File: src/rtl/uart_rx_ctrl_pkg.sv
// Shared UART receive parameters: frame-controller state encodings,
// default frame format and the received-word payload.
package uart_rx_ctrl_pkg;

  localparam int unsigned UART_DATA_BITS  = 8;
  localparam int unsigned UART_PARITY_EN  = 1;
  localparam int unsigned UART_PARITY_ODD = 0;
  localparam int unsigned RX_DATA_W       = 8;
  localparam int unsigned ST_W            = 3;

  localparam logic [ST_W-1:0] ST_IDLE   = 3'd0;
  localparam logic [ST_W-1:0] ST_START  = 3'd1;
  localparam logic [ST_W-1:0] ST_DATA   = 3'd2;
  localparam logic [ST_W-1:0] ST_PARITY = 3'd3;
  localparam logic [ST_W-1:0] ST_STOP   = 3'd4;
  localparam logic [ST_W-1:0] ST_FLUSH  = 3'd5;

  // Word held in the output register together with its qualifiers.
  typedef struct packed {
    logic [RX_DATA_W-1:0] data;
    logic                 parity_err;
    logic                 frame_err;
  } rx_word_t;

endpackage

File: src/rtl/uart_rx_ctrl_if.sv
// Sampler-side and consumer-side signals of the UART RX frame controller.
//   master: the controller (drives smp_stop and the word/status outputs)
//   slave : sampler + consumer (drive smp_bit, smp_valid, rx_ready)
interface uart_rx_ctrl_if;
  import uart_rx_ctrl_pkg::*;

  logic                 smp_bit;
  logic                 smp_valid;
  logic                 smp_stop;
  logic [RX_DATA_W-1:0] rx_data;
  logic                 rx_valid;
  logic                 rx_ready;
  logic                 parity_err;
  logic                 frame_err;
  logic                 overrun;
  logic                 busy;

  modport master (
    input  smp_bit, smp_valid, rx_ready,
    output smp_stop, rx_data, rx_valid, parity_err, frame_err, overrun, busy
  );

  modport slave (
    output smp_bit, smp_valid, rx_ready,
    input  smp_stop, rx_data, rx_valid, parity_err, frame_err, overrun, busy
  );
endinterface

File: src/rtl/uart_rx_ctrl.sv
// UART receive frame controller. Validates the start bit, assembles data
// bits LSB-first, checks optional parity and the stop bit, pulses smp_stop
// to re-arm the sampler and presents the word through a valid/ready slot.
// Ports: clk, rst_n (async active-low), bus (uart_rx_ctrl_if.master).
module uart_rx_ctrl
  import uart_rx_ctrl_pkg::*;
#(
  parameter int unsigned DATA_BITS  = UART_DATA_BITS,
  parameter int unsigned PARITY_EN  = UART_PARITY_EN,
  parameter int unsigned PARITY_ODD = UART_PARITY_ODD
) (
  input  logic           clk,
  input  logic           rst_n,
  uart_rx_ctrl_if.master bus
);

  localparam logic [2:0] LAST_CNT = 3'(DATA_BITS - 1);
  localparam logic       ODD_BIT  = 1'(PARITY_ODD);
  localparam logic       PAR_ON   = (PARITY_EN != 0);

  logic [ST_W-1:0]      state_q, state_d;
  logic [DATA_BITS-1:0] sh_q, sh_d;
  logic [2:0]           cnt_q, cnt_d;
  logic                 acc_q, acc_d;
  logic                 par_bad_q, par_bad_d;
  rx_word_t             word_q, word_d;
  logic                 rx_valid_q, rx_valid_d;
  logic                 smp_stop_q, smp_stop_d;
  logic                 overrun_q, overrun_d;
  logic                 busy_q, busy_d;
  logic                 commit_c;

  // State register.
  always_ff @(posedge clk or negedge rst_n) begin
    if (!rst_n) state_q <= ST_IDLE;
    else        state_q <= state_d;
  end

  // Next-state logic. The first strobe in IDLE is the start-bit vote, so
  // the start decision is taken on that same strobe and START is never held.
  always_comb begin
    state_d = state_q;
    case (state_q)
      ST_IDLE:   if (bus.smp_valid) state_d = bus.smp_bit ? ST_FLUSH : ST_DATA;
      ST_DATA:   if (bus.smp_valid && (cnt_q == LAST_CNT))
                   state_d = PAR_ON ? ST_PARITY : ST_STOP;
      ST_PARITY: if (bus.smp_valid) state_d = ST_STOP;
      ST_STOP:   if (bus.smp_valid) state_d = ST_FLUSH;
      ST_FLUSH:  state_d = ST_IDLE;
      default:   state_d = ST_IDLE;
    endcase
  end

  // Datapath and output next values.
  always_comb begin
    sh_d       = sh_q;
    cnt_d      = cnt_q;
    acc_d      = acc_q;
    par_bad_d  = par_bad_q;
    word_d     = word_q;
    rx_valid_d = rx_valid_q;
    overrun_d  = 1'b0;
    commit_c   = 1'b0;

    case (state_q)
      ST_IDLE: begin
        if (bus.smp_valid && !bus.smp_bit) begin
          sh_d      = '0;
          cnt_d     = 3'd0;
          acc_d     = 1'b0;
          par_bad_d = 1'b0;
        end
      end
      ST_DATA: begin
        if (bus.smp_valid) begin
          sh_d  = {bus.smp_bit, sh_q[DATA_BITS-1:1]};
          acc_d = acc_q ^ bus.smp_bit;
          cnt_d = cnt_q + 3'd1;
        end
      end
      ST_PARITY: begin
        if (bus.smp_valid) par_bad_d = acc_q ^ bus.smp_bit ^ ODD_BIT;
      end
      ST_STOP: commit_c = bus.smp_valid;
      default: ;
    endcase

    // A handshake in the commit cycle frees the slot for the new word.
    if (rx_valid_q && bus.rx_ready) rx_valid_d = 1'b0;
    if (commit_c) begin
      if (!rx_valid_q || bus.rx_ready) begin
        word_d.data       = RX_DATA_W'(sh_q);
        word_d.parity_err = PAR_ON ? par_bad_q : 1'b0;
        word_d.frame_err  = !bus.smp_bit;
        rx_valid_d        = 1'b1;
      end else begin
        overrun_d = 1'b1;
      end
    end

    smp_stop_d = (state_d == ST_FLUSH);
    busy_d     = (state_d != ST_IDLE);
  end

  // Datapath and output registers.
  always_ff @(posedge clk or negedge rst_n) begin
    if (!rst_n) begin
      sh_q       <= '0;
      cnt_q      <= 3'd0;
      acc_q      <= 1'b0;
      par_bad_q  <= 1'b0;
      word_q     <= '0;
      rx_valid_q <= 1'b0;
      smp_stop_q <= 1'b0;
      overrun_q  <= 1'b0;
      busy_q     <= 1'b0;
    end else begin
      sh_q       <= sh_d;
      cnt_q      <= cnt_d;
      acc_q      <= acc_d;
      par_bad_q  <= par_bad_d;
      word_q     <= word_d;
      rx_valid_q <= rx_valid_d;
      smp_stop_q <= smp_stop_d;
      overrun_q  <= overrun_d;
      busy_q     <= busy_d;
    end
  end

  assign bus.smp_stop   = smp_stop_q;
  assign bus.rx_data    = word_q.data;
  assign bus.rx_valid   = rx_valid_q;
  assign bus.parity_err = word_q.parity_err;
  assign bus.frame_err  = word_q.frame_err;
  assign bus.overrun    = overrun_q;
  assign bus.busy       = busy_q;

endmodule

File: src/flat_wrapper.sv
// flat-port wrapper written by rule: the top's interface ports become plain ports
module uart_rx_ctrl_flat import uart_rx_ctrl_pkg::*;
#(
  parameter int unsigned DATA_BITS  = UART_DATA_BITS,
  parameter int unsigned PARITY_EN  = UART_PARITY_EN,
  parameter int unsigned PARITY_ODD = UART_PARITY_ODD
)
  (clk, rst_n, bus_smp_bit, bus_smp_valid, bus_rx_ready, bus_smp_stop, bus_rx_data, bus_rx_valid, bus_parity_err, bus_frame_err, bus_overrun, bus_busy);
  uart_rx_ctrl_if bus_i ();
  input  logic clk;
  input  logic rst_n;
  input wire logic [$bits(bus_i.smp_bit)-1:0] bus_smp_bit;
  input wire logic [$bits(bus_i.smp_valid)-1:0] bus_smp_valid;
  input wire logic [$bits(bus_i.rx_ready)-1:0] bus_rx_ready;
  output wire logic [$bits(bus_i.smp_stop)-1:0] bus_smp_stop;
  output wire logic [$bits(bus_i.rx_data)-1:0] bus_rx_data;
  output wire logic [$bits(bus_i.rx_valid)-1:0] bus_rx_valid;
  output wire logic [$bits(bus_i.parity_err)-1:0] bus_parity_err;
  output wire logic [$bits(bus_i.frame_err)-1:0] bus_frame_err;
  output wire logic [$bits(bus_i.overrun)-1:0] bus_overrun;
  output wire logic [$bits(bus_i.busy)-1:0] bus_busy;
  assign bus_i.smp_bit = bus_smp_bit;
  assign bus_i.smp_valid = bus_smp_valid;
  assign bus_i.rx_ready = bus_rx_ready;
  assign bus_smp_stop = bus_i.smp_stop;
  assign bus_rx_data = bus_i.rx_data;
  assign bus_rx_valid = bus_i.rx_valid;
  assign bus_parity_err = bus_i.parity_err;
  assign bus_frame_err = bus_i.frame_err;
  assign bus_overrun = bus_i.overrun;
  assign bus_busy = bus_i.busy;
  uart_rx_ctrl #(.DATA_BITS(DATA_BITS), .PARITY_EN(PARITY_EN), .PARITY_ODD(PARITY_ODD)) u_core (.clk(clk), .rst_n(rst_n), .bus(bus_i));
endmodule
File: config.mk
export PLATFORM = sky130hd
export DESIGN_NAME = uart_rx_ctrl_flat
export DESIGN_NICKNAME = d
export VERILOG_FILES = /design/src/rtl/uart_rx_ctrl_pkg.sv /design/src/rtl/uart_rx_ctrl_if.sv /design/src/rtl/uart_rx_ctrl.sv /design/src/flat_wrapper.sv
export SDC_FILE = /design/constraint.sdc
export NUM_CORES = 1
export LEC_CHECK = 0
export BUFFER_PORTS_ARGS = -buffer_cell sky130_fd_sc_hd__buf_2
export CELL_PAD_IN_SITES_DETAIL_PLACEMENT = 1
export CELL_PAD_IN_SITES_GLOBAL_PLACEMENT = 1
export CORE_MARGIN = 1.5
export CORE_UTILIZATION = 48
export CTS_CLUSTER_SIZE = 14
export DETAILED_ROUTE_END_ITERATION = 8
export GPL_TIMING_DRIVEN = 0
export PLACE_DENSITY_LB_ADDON = 0.1
export SLEW_MARGIN = 20
export SYNTH_ARGS = -nofsm -noshare
export SYNTH_HDL_FRONTEND = slang
export SYNTH_SLANG_ARGS = --single-unit
export TNS_END_PERCENT = 1
File: constraint.sdc
create_clock -name clk -period 2.5 [get_ports clk]
set_input_delay 0.125 -clock clk [delete_from_list [all_inputs] [get_ports clk]]
set_output_delay 0.125 -clock clk [all_outputs]
set_load 0.02 [all_outputs]
# ---- Word-level counts from Yosys, hierarchy flattened
# Cells that the tools add are included.
# Widths: inputs -> output; s select.
dict set report word_totals {
  register_bits 30
  inputBits 5
  elab_cells 57
}
dict set report classes {
  add_sub_neg 1
  n_eq_ne 8
  muxes 22
  bitwise_logic 1
  reduce_logical 13
}
# cell n
set ops {}
lappend ops {{$mux 3} 7}
lappend ops {{$mux 8} 2}
lappend ops {{$pmux 8 s2} 1}
lappend ops {{$pmux 3 s4} 1}
lappend ops {{$eq 3x3->1 const B} 3}
lappend ops {{$mux 1} 8}
lappend ops {{$eq 3x2->1 const B} 2}
lappend ops {{$pmux 3 s2} 1}
lappend ops {{$reduce_and 3->1} 2}
lappend ops {{$ne 2x2->1 const B} 2}
lappend ops {{$pmux 1 s2} 2}
lappend ops {{$reduce_bool 2->1} 2}
lappend ops {{$add 3x1->3 const B} 1}
lappend ops {{$logic_and 1x1->1} 3}
lappend ops {{$logic_not 3->1} 1}
lappend ops {{$reduce_bool 3->1} 1}
lappend ops {{$logic_not 1->1} 2}
lappend ops {{$ne 2x1->1 const B} 1}
lappend ops {{$reduce_and 2->1} 1}
lappend ops {{$logic_or 1x1->1} 1}
lappend ops {{$xor 1x1->1} 1}

# ---- Longest topological paths before layout
# Gate-level depths: netlist (run 1).
dict set report depth {
  depth_word 5
  depth_mapped 5
}

# ---- Worst setup path after synthesis (run 1)
# OpenSTA, ideal clock, no wires.
dict set report synth_timing {
  kind {flip-flop to flip-flop}
  startpoint {register u_core.state_q[0]}
  endpoint {register u_core.word_q (netlist bit u_core.bus.frame_err)}
  arrival_time_ns 1.178
  required_time_ns 2.375
  setup_slack_ns 1.197
  path_stages_with_launch 5
  synth_period_minus_slack_ns 1.303
  path_cell_list {dfrtp_1 -> buf_4 -> nor3b_4 -> nand3_4 -> mux2_2}
}
dict set report synth_via {
  elab_chain_len 3
}
# item line
set synth_lines {}
lappend synth_lines {{start, declared} uart_rx_ctrl.sv:21} ;# logic [ST_W-1:0] state_q, state_d;
lappend synth_lines {{start signal, assigned} uart_rx_ctrl.sv:36} ;# else state_q <= state_d;
lappend synth_lines {{$eq 3x3->1} uart_rx_ctrl.sv:65} ;# case (state_q)
lappend synth_lines {{$mux 1} uart_rx_ctrl.sv:65}
lappend synth_lines {{$reduce_and 2->1 (no line)} --}
lappend synth_lines {{end signal, assigned} uart_rx_ctrl.sv:122} ;# word_q <= word_d;
lappend synth_lines {{end, declared} uart_rx_ctrl.sv:26} ;# rx_word_t word_q, word_d;
# Every way passes these cells.
# A chain may end at the register's enable or synchronous reset.

# ---- Worst setup path in the final report (run 1)
dict set report layout_timing {
  startpoint {register u_core.state_q[2]}
  endpoint {register u_core.sh_q[1]}
}
dict set report layout_via {
  elab_chain_len 3
  elab_cells_between_ends 7
  classes_between {eq/ne: 3; mux: 1; reduce/logical: 3}
}
# item line
set layout_lines {}
lappend layout_lines {{$eq 3x2->1 or $logic_not 3->1 (tied branches)} uart_rx_ctrl.sv:65}
lappend layout_lines {{$ne 2x2->1 (no line) (tied with other cells)} --}
lappend layout_lines {{$reduce_and 3->1 (no line)} --}
lappend layout_lines {{end signal, assigned} uart_rx_ctrl.sv:108} ;# sh_q <= '0;
lappend layout_lines {{end signal, assigned} uart_rx_ctrl.sv:118} ;# sh_q <= sh_d;
lappend layout_lines {{end, declared} uart_rx_ctrl.sv:22} ;# logic [DATA_BITS-1:0] sh_q, sh_d;
# Several ways; a longest one is shown, not always the timed one.

==> results.md, run 1 <==
- Number of cells in the design after placement: 157
- Unique masters post-synth: 31
- Setup violators final: 0
- Leakage power summed over all cells: 0.817 nW
- Share of the synthesized netlist area taken by xor and xnor gates: 0.653%
- Layout overhead on the synthesized area: 13.2%
- Crit Path Max Fanout: 10
- Class of the most critical hold timing path: in2reg
- Nets: 142
- Commonest non-fill, non-tap cells in the layout: 30 x sky130_fd_sc_hd__dfrtp_1, 18 x sky130_fd_sc_hd__buf_2, 11 x sky130_fd_sc_hd__inv_1, 11 x sky130_fd_sc_hd__nand2_1, 10 x sky130_fd_sc_hd__mux2_2
- Crit share post-route: 60.7%
- Die outline area: 3120 sq um
- Arrival time worst endpoint: 1760 ps
- Basic-gate share of the synthesized area counting and, or, nand and nor cells: 13.0%
- CTS Hold Buffers Added: 1
- Overall power consumption: 1.65 mW
- Largest net degree at the start of global routing: 31
- Yosys Warn Count: 0
- Syn nets: 117
- Post-CTS setup buffer count: 0
- Core Area: 2570 sq um
- Core occupancy in the finished layout: 59.2%
- Total CTS buffers: 5
- Hold depth: 3
- Compound-gate portion of the synthesized area: 7.46%
- Clock latency of the later-clocked register in the worst-skew pair: 330 ps
- Remaining global-route overflow: 0
- Post-route DRC violation count: 0
- Share of layout cells above drive strength 1: 30.4%
- Worst path required time: 2740 ps
- Total I/O pin count: 19
- Final Wtd Congestion: 0.720
- Clk sink count: 30
- Shortest clock period the worst path allows after layout: 1520 ps
- Most common cell after layout, fill and taps aside: sky130_fd_sc_hd__dfrtp_1
- Clock input transition at the sequential cells of the worst setup and hold paths: 90 ps
- Total standard cell area after synthesis: 1340 sq um
- R2r endpoint: u_core.sh_q[1]
- Antenna violations before repair: 0
- Result of the run: complete, no violations
- First-pass GRT wire length: 4400 um
- Worst clock skew: 14.0 ps
- WL/cell: 15.8 um
- Multiplexer share of the synthesized area: 15.1%
- VDD IR max: 677 uV
- Crit Reg-Reg Startpoint: u_core.state_q[2]
- Logic depth of the worst register-to-register path: 4
- H-tree depth: 2
- Element type at the critical path start: flip-flop
- Maximum count of clock buffers along a single path: 2
- Resized Gates After CTS: 0
- Endpoint of the worst hold path: u_core.state_q[1]
- Worst Path Class, Setup: reg2reg
- Worst Min Path Start: bus_smp_valid
- Post-layout instance count excluding filler cells: 165
- Sum of routed wire length over all layers: 2620 um
- Worst-case setup margin in the final layout: 982 ps
- Detailed-placement wirelength estimate: 1830 um
- Post-Syn Instances: 110
- Die Span Y: 55.9 um
- Via density per instance: 5.26
- Combinational family with the most area after synthesis: multiplexers
- Number of antenna-violating nets in the routed design: 0
- Die span in x: 55.9 um
- Total global-route track usage: 18.7%
- Rows: 18
- Initial core utilization: 52.2%
- Synthesized-area fraction occupied by adder cells: 1.87%
- Max-capacitance violation count: 0
- Slew at the pin with the worst max-slew slack: 675 ps
- Register bit count reported by yosys: 30
- Share of the yosys chip area belonging to registers: 56.0%
- Drt first pass iters: 3
- Register-to-register path setup slack: 980 ps
- Relative slew slack: 55.0%
- Vias in the first global route: 935
- Final max-slew violation count: 0
- Crit end category: flip-flop
- Post-placement setup slack: 980 ps
- Count of endpoints failing hold in the final timing report: 0
- Initial DRC count: 9
- Setup repair after global routing missed its margin: false
- Final antenna diode count: 0
- Mean post-synth cell area: 12.2 sq um
- Routed via count: 868
- Count of input and output buffers: 17
- Setup TNS: 0 ps
- Clock root cell: sky130_fd_sc_hd__clkbuf_4
- Fmax: 659 MHz
- TritonCTS clock tree: built
- Power density over cell area: 1080 nW/um^2
-- state kept, by name, indices dropped and copies added (netlist names), 3 cells and up --
| register | cells |
|---|---|
| u_core.sh_q | 8 |
| u_core.bus.rx_data | 8 |
| u_core.cnt_q | 3 |
| u_core.state_q | 3 |
-- Yosys cell counts --
library cell               number  area (sq um)
sky130_fd_sc_hd__nand2_1       11          41.3
sky130_fd_sc_hd__buf_4          3          22.5
sky130_fd_sc_hd__buf_2          1          5.00
sky130_fd_sc_hd__o21bai_1       1          7.51
sky130_fd_sc_hd__a21o_1         3          22.5
sky130_fd_sc_hd__nor2_1         2          7.51
sky130_fd_sc_hd__and3_1         1          6.26
sky130_fd_sc_hd__inv_1         11          41.3
sky130_fd_sc_hd__o21a_1         1          7.51
sky130_fd_sc_hd__nand2b_1       2          12.5
sky130_fd_sc_hd__a211o_1        1          8.76
sky130_fd_sc_hd__nand3b_1       1          7.51
sky130_fd_sc_hd__o21ai_1        1          5.00
sky130_fd_sc_hd__nor3b_4        1          18.8
sky130_fd_sc_hd__nand3_4        1          17.5
sky130_fd_sc_hd__mux2i_1        9          90.1
sky130_fd_sc_hd__and3b_1        1          8.76
sky130_fd_sc_hd__mux2_2        10           113
sky130_fd_sc_hd__buf_6          1          11.3
sky130_fd_sc_hd__nor4_1         1          6.26
sky130_fd_sc_hd__nor3_1         1          5.00
sky130_fd_sc_hd__xor2_1         1          8.76
sky130_fd_sc_hd__or3b_1         1          8.76
sky130_fd_sc_hd__nor3b_2        2          25.0
sky130_fd_sc_hd__dfrtp_1       30           751
sky130_fd_sc_hd__ha_1           2          25.0
sky130_fd_sc_hd__o21ai_0        1          5.00
sky130_fd_sc_hd__o31ai_1        1          7.51
sky130_fd_sc_hd__nand4b_1       1          8.76
sky130_fd_sc_hd__a21oi_1        6          30.0
sky130_fd_sc_hd__o22ai_1        1          6.26
-- through the flow --
step	hold WS [ps]	area, sq um
2_1_floorplan	-171	1340
3_3_place_gp	184	1460
3_5_place_dp	202	1460
4_1_cts	130	1520
5_1_grt	139	1520
6_report	145	1520
-- critical path: stages (launching register included) --
cell and delay [ps]:
sky130_fd_sc_hd__dfrtp_1 400, sky130_fd_sc_hd__buf_2 200, sky130_fd_sc_hd__nor3b_2 540, sky130_fd_sc_hd__nand2_1 140, sky130_fd_sc_hd__mux2i_1 160
-- logic make-up (layout without fill, tap and decap cells) --
group | after synthesis | count (layout)
mux | 19 | 19
fa+ha+maj | 2 | 2
simple gates | 26 | 26
xor+xnor | 1 | 1
flops | 30 | 30
compound gates | 16 | 16
buf+inv | 16 | 41
-- per-layer routing --
metal  part of all wire [%]  vias to the layer above  global-route usage [%]
met1                     44                      428                    21.8
met3                    4.0                        5                    7.91
met2                     51                       15                    31.6
met4                    1.1                        0                    5.10
li1                       -                      420                       -
met5                      0                        -                       0
-- power breakdown --
part / total (mW) / internal (mW) / switching [mW]
clock: 0.266 / 0.106 / 0.160
sequential: 0.708 / 0.629 / 0.0788
combinational: 0.673 / 0.276 / 0.397
-- worst max-delay path by stage --
stage / end / cells past startpoint / slack [ps] / start
2_1_floorplan: u_core.bus.frame_err / 4 / 1200 / u_core.state_q[0]
3_3_place_gp: u_core.sh_q[2] / 4 / 1040 / u_core.state_q[2]
3_5_place_dp: u_core.sh_q[0] / 4 / 980 / u_core.state_q[2]
4_1_cts: u_core.sh_q[0] / 4 / 940 / u_core.state_q[2]
5_1_grt: u_core.sh_q[0] / 4 / 810 / u_core.state_q[2]
6_report: u_core.sh_q[1] / 4 / 980 / u_core.state_q[2]
-- cell type report --
| type | count | area [sq um] |
|---|---|---|
| Fill cell | 284 | 1050 |
| Sequential cell | 30 | 751 |
| Tap cell | 30 | 37.5 |
| Buffer | 5 | 38.8 |
| Inverter | 11 | 41.3 |
| Multi-Input combinational cell | 64 | 510 |
| Clock buffer | 7 | 45.0 |
| Timing Repair Buffer | 18 | 95.1 |
No activity file was read; power rests on OpenSTA's default activity.
==> run 2, diff against run 1 <==
Settings changed: ABC_AREA set to 1, CORE_UTILIZATION 48 to 42.
Clock period 2.5 ns to 1.54 ns, I/O delays scaled along.
==> results.md, run 2 <==
- Vias in the first global route: 1112 (+19%)
- Number of antenna-violating nets in the routed design: 0 (unchanged)
- Clock root cell: sky130_fd_sc_hd__clkbuf_4
- Count of input and output buffers: 17 (unchanged)
- Overall power consumption: 2.36 mW (+43%)
- Total standard cell area after synthesis: 1450 sq um (+7.9%)
- Die Span Y: 61.7 um (+10%)
- Worst Path Class, Setup: reg2reg
- VDD IR max: 714 uV (+5.4%)
- Core Area: 3310 sq um (+29%)
- Yosys Warn Count: 0 (unchanged)
- CTS Hold Buffers Added: 1 (unchanged)
- Core occupancy in the finished layout: 50.3% (-8.9 points)
- Initial core utilization: 43.7% (-8.5 points)
- Final antenna diode count: 0 (unchanged)
- Relative slew slack: 54.9% (-0.080 points)
- Syn nets: 174 (+49%)
- Count of endpoints failing hold in the final timing report: 0 (unchanged)
- Result of the run: complete, no violations
- Total global-route track usage: 19.0% (+0.29 points)
- Clock latency of the later-clocked register in the worst-skew pair: 340 ps (about the same)
- Drt first pass iters: 4 (+1)
- Crit Path Max Fanout: 10 (unchanged)
- Clock input transition at the sequential cells of the worst setup and hold paths: 110 ps (+20 ps)
- Commonest non-fill, non-tap cells in the layout: 64 x sky130_fd_sc_hd__nand2_1, 30 x sky130_fd_sc_hd__dfrtp_1, 23 x sky130_fd_sc_hd__inv_1
- Power density over cell area: 1420 nW/um^2 (+31%)
- Total I/O pin count: 19 (unchanged)
- Prevailing post-synth register cell: sky130_fd_sc_hd__dfrtp_1
- Post-Syn Instances: 167 (+52%)
- Worst clock skew: 14.3 ps (+0.300 ps)
- Remaining global-route overflow: 0 (unchanged)
- Worst path required time: 1760 ps (-980 ps)
- Unique masters post-synth: 19 (-39%)
- Die span in x: 61.7 um (+10%)
- Arrival time worst endpoint: 1610 ps (-150 ps)
- Via density per instance: 4.64 (-12%)
- Shortest clock period the worst path allows after layout: 1380 ps (-133 ps)
- TritonCTS clock tree: built
- Slew at the pin with the worst max-slew slack: 676 ps (+1.20 ps)
- Crit end category: flip-flop
- Largest net degree at the start of global routing: 31 (unchanged)
- Post-placement setup slack: 155 ps (-825 ps)
- Dominant cells by area after synthesis: sky130_fd_sc_hd__dfrtp_1 52%, sky130_fd_sc_hd__nand2_1 17%, sky130_fd_sc_hd__inv_1 6.0%, sky130_fd_sc_hd__nand3_1 5.2%, sky130_fd_sc_hd__nor2_1 3.4%
- Rows: 21 (+3)
- Most instantiated cells after synthesis: 64 x sky130_fd_sc_hd__nand2_1, 30 x sky130_fd_sc_hd__dfrtp_1, 23 x sky130_fd_sc_hd__inv_1
- Antenna violations before repair: 0 (unchanged)
- Sum of routed wire length over all layers: 3040 um (+16%)
- Largest area contributor in the netlist: sky130_fd_sc_hd__dfrtp_1
- Post-synth EDFFs: 0 (unchanged)
- Routed via count: 1110 (+28%)
- Resized Gates After CTS: 0 (unchanged)
- Element type at the critical path start: flip-flop
- Total CTS buffers: 5 (unchanged)
- Post-route DRC violation count: 0 (unchanged)
- Fmax: 722 MHz (+9.6%)
- Setup repair after global routing missed its margin: false
- Register bit count reported by yosys: 30 (unchanged)
- Share of flip-flops with an asynchronous set or reset: 100% (unchanged)
- Clk sink count: 30 (unchanged)
- Worst-case setup margin in the final layout: 155 ps (-827 ps)
- WL/cell: 12.7 um (-20%)
- Mean post-synth cell area: 8.67 sq um (-29%)
- Placed standard-cell area: 1590 sq um (+8.6%)
- Post-CTS setup buffer count: 0 (unchanged)
- Crit share post-route: 89.9% (+29 points)
- Proportion of netlist area held by the largest area contributor: 51.9% (-4.1 points)
- Max-capacitance violation count: 0 (unchanged)
- Initial DRC count: 56 (+47)
- Most frequent cell after synthesis: sky130_fd_sc_hd__nand2_1
- Layout overhead on the synthesized area: 15.0%
- Final Wtd Congestion: 0.747 (+3.8%)
- Nets: 199 (+40%)
- First-pass GRT wire length: 5100 um (+16%)
- Setup violators final: 0 (unchanged)
- Final max-slew violation count: 0 (unchanged)
- H-tree depth: 2 (unchanged)
- Die outline area: 3810 sq um (+22%)
- Share of the yosys chip area belonging to registers: 51.9% (-4.1 points)
- Maximum count of clock buffers along a single path: 2 (unchanged)
- Setup TNS: 0 ps (unchanged)
- Post-Layout Inst Area: 1660 sq um (+9.6%)
- Class of the most critical hold timing path: in2reg
- Most common cell after layout, fill and taps aside: sky130_fd_sc_hd__nand2_1
- Leakage power summed over all cells: 0.960 nW (+18%)
- Detailed-placement wirelength estimate: 2170 um (+19%)
- Share of layout cells above drive strength 1: 21.2% (-9.1 points)
==> run 2: cell types whose count changed after synthesis, moves of 5 or more <==
cell and delta:
sky130_fd_sc_hd__nand2_1 +53, sky130_fd_sc_hd__nand3_1 +15, sky130_fd_sc_hd__inv_1 +12, sky130_fd_sc_hd__nor2_1 +11
sky130_fd_sc_hd__mux2_2 -10, sky130_fd_sc_hd__mux2i_1 -9, sky130_fd_sc_hd__a21oi_1 -5
==> run 2: kinds of logic (layout without fill, tap and decap cells) <==
kind of cell	count (synthesis)	after routing	share of synthesized area (%)
buffers and inverters	28	54	9.33
AO/OA/AOI/OAI	2	2	0.864
flip-flops	30	30	51.9
adder cells (fa/ha/maj)	2	2	1.73
AND/OR/NAND/NOR	105	105	36.2
==> run 2: layout make-up <==
class,count,area [sq um]
flip-flops and latches,30,751
plain buffers,4,45.0
clock buffers,6,51.3
multi-input cells,109,562
repair buffers,18,95.1
fillers,411,1650
inverters,24,90.1
clock inverters,2,12.5
well taps,46,57.6
==> run 2: where the power goes <==
group | switching, mW | internal [mW] | leakage [nW] | total (mW)
registers | 0.136 | 0.938 | 0.407 | 1.07
logic | 0.527 | 0.259 | 0.519 | 0.786
clock network | 0.282 | 0.219 | 0.0343 | 0.501
total | 0.945 | 1.42 | 0.960 | 2.36
==> run 2: path summary, 6_finish.rpt <==
check	startpoint	endpoint	slack, ps	cells after the start
setup / recovery	u_core.state_q[1]	u_core.bus.parity_err	160	4
setup reg to reg	u_core.state_q[1]	u_core.bus.parity_err	160	4
hold reg to reg	u_core.bus.frame_err	u_core.bus.frame_err	480	2
min in group asynchronous	rst_n	u_core.bus.rx_data[4]	310	2
hold / removal	bus_smp_bit	u_core.sh_q[7]	30	3
max in group asynchronous	rst_n	u_core.cnt_q[0]	790	2
==> run 2: worst max-delay path, stage by stage (launching register included) <==
cell and delay, ps:
sky130_fd_sc_hd__dfrtp_1 480, sky130_fd_sc_hd__nor2_4 280, sky130_fd_sc_hd__nand4_2 300, sky130_fd_sc_hd__nand2_1 160, sky130_fd_sc_hd__nand2_1 60
==> run 2: metal layers <==
layer  routed length (um)  up-vias  GRT usage (%)
met4                   35        0           7.29
met2                 1430       22           30.5
met5                    0        -              0
met3                  121        4           5.59
li1                     -      562              -
met1                 1460      522           24.2
==> run 2: per-stage QoR <==
step / hold WS (ps) / instances
4_1_cts: 22.2 / 239
3_3_place_gp: 145 / 230
6_report: 33.9 / 239
2_1_floorplan: -219 / 167
5_1_grt: 27.3 / 239
3_5_place_dp: 148 / 230
==> run 3, diff against run 2 <==
Settings changed: GPL_ROUTABILITY_DRIVEN set to 0, PLACE_DENSITY_LB_ADDON 0.1 to 0.08.
==> results.md, run 3 (synthesized netlist as in run 2, its figures left out) <==
- Element type at the critical path start: flip-flop
- Setup TNS: 0 ps (unchanged)
- Sum of routed wire length over all layers: 2900 um (-4.9%)
- Largest net degree at the start of global routing: 31 (unchanged)
- Setup violators final: 0 (unchanged)
- Count of fill cells added during filler insertion: 423 (+2.9%)
- Final antenna diode count: 0 (unchanged)
- Crit end category: flip-flop
- H-tree depth: 2 (unchanged)
- Maximum count of clock buffers along a single path: 2 (unchanged)
- Worst Min Path Start: bus_smp_bit
- Die Span Y: 61.7 um (unchanged)
- Sw Pwr: 0.909 mW (-3.8%)
- Clock latency of the later-clocked register in the worst-skew pair: 310 ps (-30 ps)
- Resized Gates After CTS: 0 (unchanged)
- Final max-slew violation count: 0 (unchanged)
- Chain of cells forming the critical path: nor2_4 > nand4_2 > nand2_1 > nand2_1
- Count of endpoints failing hold in the final timing report: 0 (unchanged)
- CTS Hold Buffers Added: 1 (unchanged)
- Endpoint of the worst hold path: u_core.sh_q[7]
- Slew at the pin with the worst max-slew slack: 668 ps (-8.72 ps)
- Total CTS buffers: 5 (unchanged)
- Post-CTS setup buffer count: 0 (unchanged)
- Clock input transition at the sequential cells of the worst setup and hold paths: 100 ps (about the same)
- Cell type with the highest occurrence count on the critical path: sky130_fd_sc_hd__nand2_1
- Logic pwr share: 33.4% (about the same)
- Worst-case setup margin in the final layout: 178 ps (+23.4 ps)
- Class of the most critical hold timing path: in2reg
- Layout overhead on the synthesized area: 14.7%
- Worst Path Class, Setup: reg2reg
- Antenna violations before repair: 0 (unchanged)
- Register-to-register path setup slack: 180 ps (+20 ps)
- Sw Ratio: 39.1% (-0.95 points)
- Die outline area: 3810 sq um (unchanged)
- Detailed-placement wirelength estimate: 2150 um (-0.88%)
- Crit Reg-Reg Startpoint: u_core.state_q[1]
- Total global-route track usage: 17.1% (-1.9 points)
- Routed via count: 1121 (+0.99%)
- Crit Path Max Fanout: 10 (unchanged)
- Crit share post-route: 88.4% (-1.5 points)
- Clock network fraction of total power: 20.6% (-0.6 points)
- Clk sink count: 30 (unchanged)
- Power density over cell area: 1400 nW/um^2 (-1.2%)
- Leakage power summed over all cells: 0.961 nW (+0.11%)
- Total I/O pin count: 19 (unchanged)
- Rows: 21 (unchanged)
- Count of input and output buffers: 17 (unchanged)
- TritonCTS clock tree: built
- Share of layout cells above drive strength 1: 20.7% (-0.52 points)
- WL/cell: 12.1 um (-4.9%)
- Initial core utilization: 43.7% (unchanged)
- Post-placement setup slack: 159 ps (+4.59 ps)
- Core Area: 3310 sq um (unchanged)
- Result of the run: complete, no violations
- Arrival time worst endpoint: 1560 ps (-50 ps)
- Die span in x: 61.7 um (unchanged)
- Drt first pass iters: 4 (unchanged)
- Initial DRC count: 34 (-39%)
- Via density per instance: 4.69 (+0.99%)
- Slowest-stage cell, CP: sky130_fd_sc_hd__dfrtp_1
- Vias in the first global route: 1058 (-4.9%)
- Worst clock skew: 9.33 ps (-5.02 ps)
- Shortest clock period the worst path allows after layout: 1360 ps (-23.4 ps)
- Fin Hold WS: 55.2 ps (+21.3 ps)
- Remaining global-route overflow: 0 (unchanged)
- Commonest non-fill, non-tap cells in the layout: 64 x sky130_fd_sc_hd__nand2_1, 30 x sky130_fd_sc_hd__dfrtp_1, 23 x sky130_fd_sc_hd__inv_1
- Nets: 199 (unchanged)
- Fmax: 734 MHz (+1.7%)
- VDD IR max: 639 uV (-10%)
- Most common cell after layout, fill and taps aside: sky130_fd_sc_hd__nand2_1
- First-pass GRT wire length: 4770 um (-6.5%)
- Hold depth: 3 (unchanged)
- R2r endpoint: u_core.bus.rx_data[4]
- Worst path required time: 1740 ps (-20 ps)
- Clock root cell: sky130_fd_sc_hd__clkbuf_4
- Max-capacitance violation count: 0 (unchanged)
- Internal cell power: 1.42 mW (+0.14%)
- Sequential fraction of design power: 46.0% (+0.5 points)
- Logic depth of the worst register-to-register path: 4 (unchanged)
- Number of antenna-violating nets in the routed design: 0 (unchanged)
- Relative slew slack: 55.5% (+0.58 points)
- Setup repair after global routing missed its margin: false
- Worst path max stage delay: 480 ps (about the same)
- Post-route DRC violation count: 0 (unchanged)
==> run 3: cell type report <==
| class | count | area [sq um] | area share, % |
|---|---|---|---|
| plain buffers | 4 | 45.0 | 2.71 |
| clock buffers | 7 | 55.1 | 3.32 |
| clock inverters | 1 | 5.00 | 0.301 |
| inverters | 24 | 90.1 | 5.43 |
| multi-input cells | 109 | 562 | 33.8 |
| flip-flops and latches | 30 | 751 | 45.2 |
| well taps | 46 | 57.6 | 3.47 |
| repair buffers | 18 | 95.1 | 5.73 |
==> run 3: worst max-delay path, delay by kind of cell (launching register included) <==
kind | cells | cell delay [ps]
and+or+nand+nor | 4 | 760
DFF | 1 | 480
==> run 3: metal layers <==
layer	wire, um	vias up	track usage [%]
met5	0	-	0
met4	15	0	5.47
met3	115	2	3.73
met2	1400	22	26.6
met1	1370	538	23.8
li1	-	559	-
==> run 3: through the flow <==
step,area [sq um],util (%),cells,total power [mW]
after global routing,1660,50.2,239,2.51
after detailed placement,1590,48.0,230,1.88
after floorplan,1450,-,167,1.66
after global placement,1590,48.0,230,1.85
final,1660,50.2,239,2.33
after CTS,1660,50.2,239,2.37
==> run 3: how the worst max path moves through the flow <==
stage / start / to / slack (ps)
3_5_place_dp: u_core.state_q[1] / u_core.bus.rx_data[4] / 160
2_1_floorplan: u_core.state_q[1] / u_core.acc_q / 350
6_report: u_core.state_q[1] / u_core.bus.rx_data[4] / 180
5_1_grt: u_core.state_q[1] / u_core.bus.rx_data[4] / 30
3_3_place_gp: u_core.state_q[1] / u_core.bus.rx_data[7] / 230
4_1_cts: u_core.state_q[1] / u_core.bus.rx_data[4] / 140
==> run 3: power by group through the flow <==
stage               logic (mW)  registers (mW)  clock network [mW]
finish                   0.778            1.07               0.480
global route             0.885            1.09               0.536
CTS                      0.796            1.07               0.499
detailed placement       0.792            1.09                   0
global placement         0.767            1.08                   0
floorplan                0.499            1.16                   0
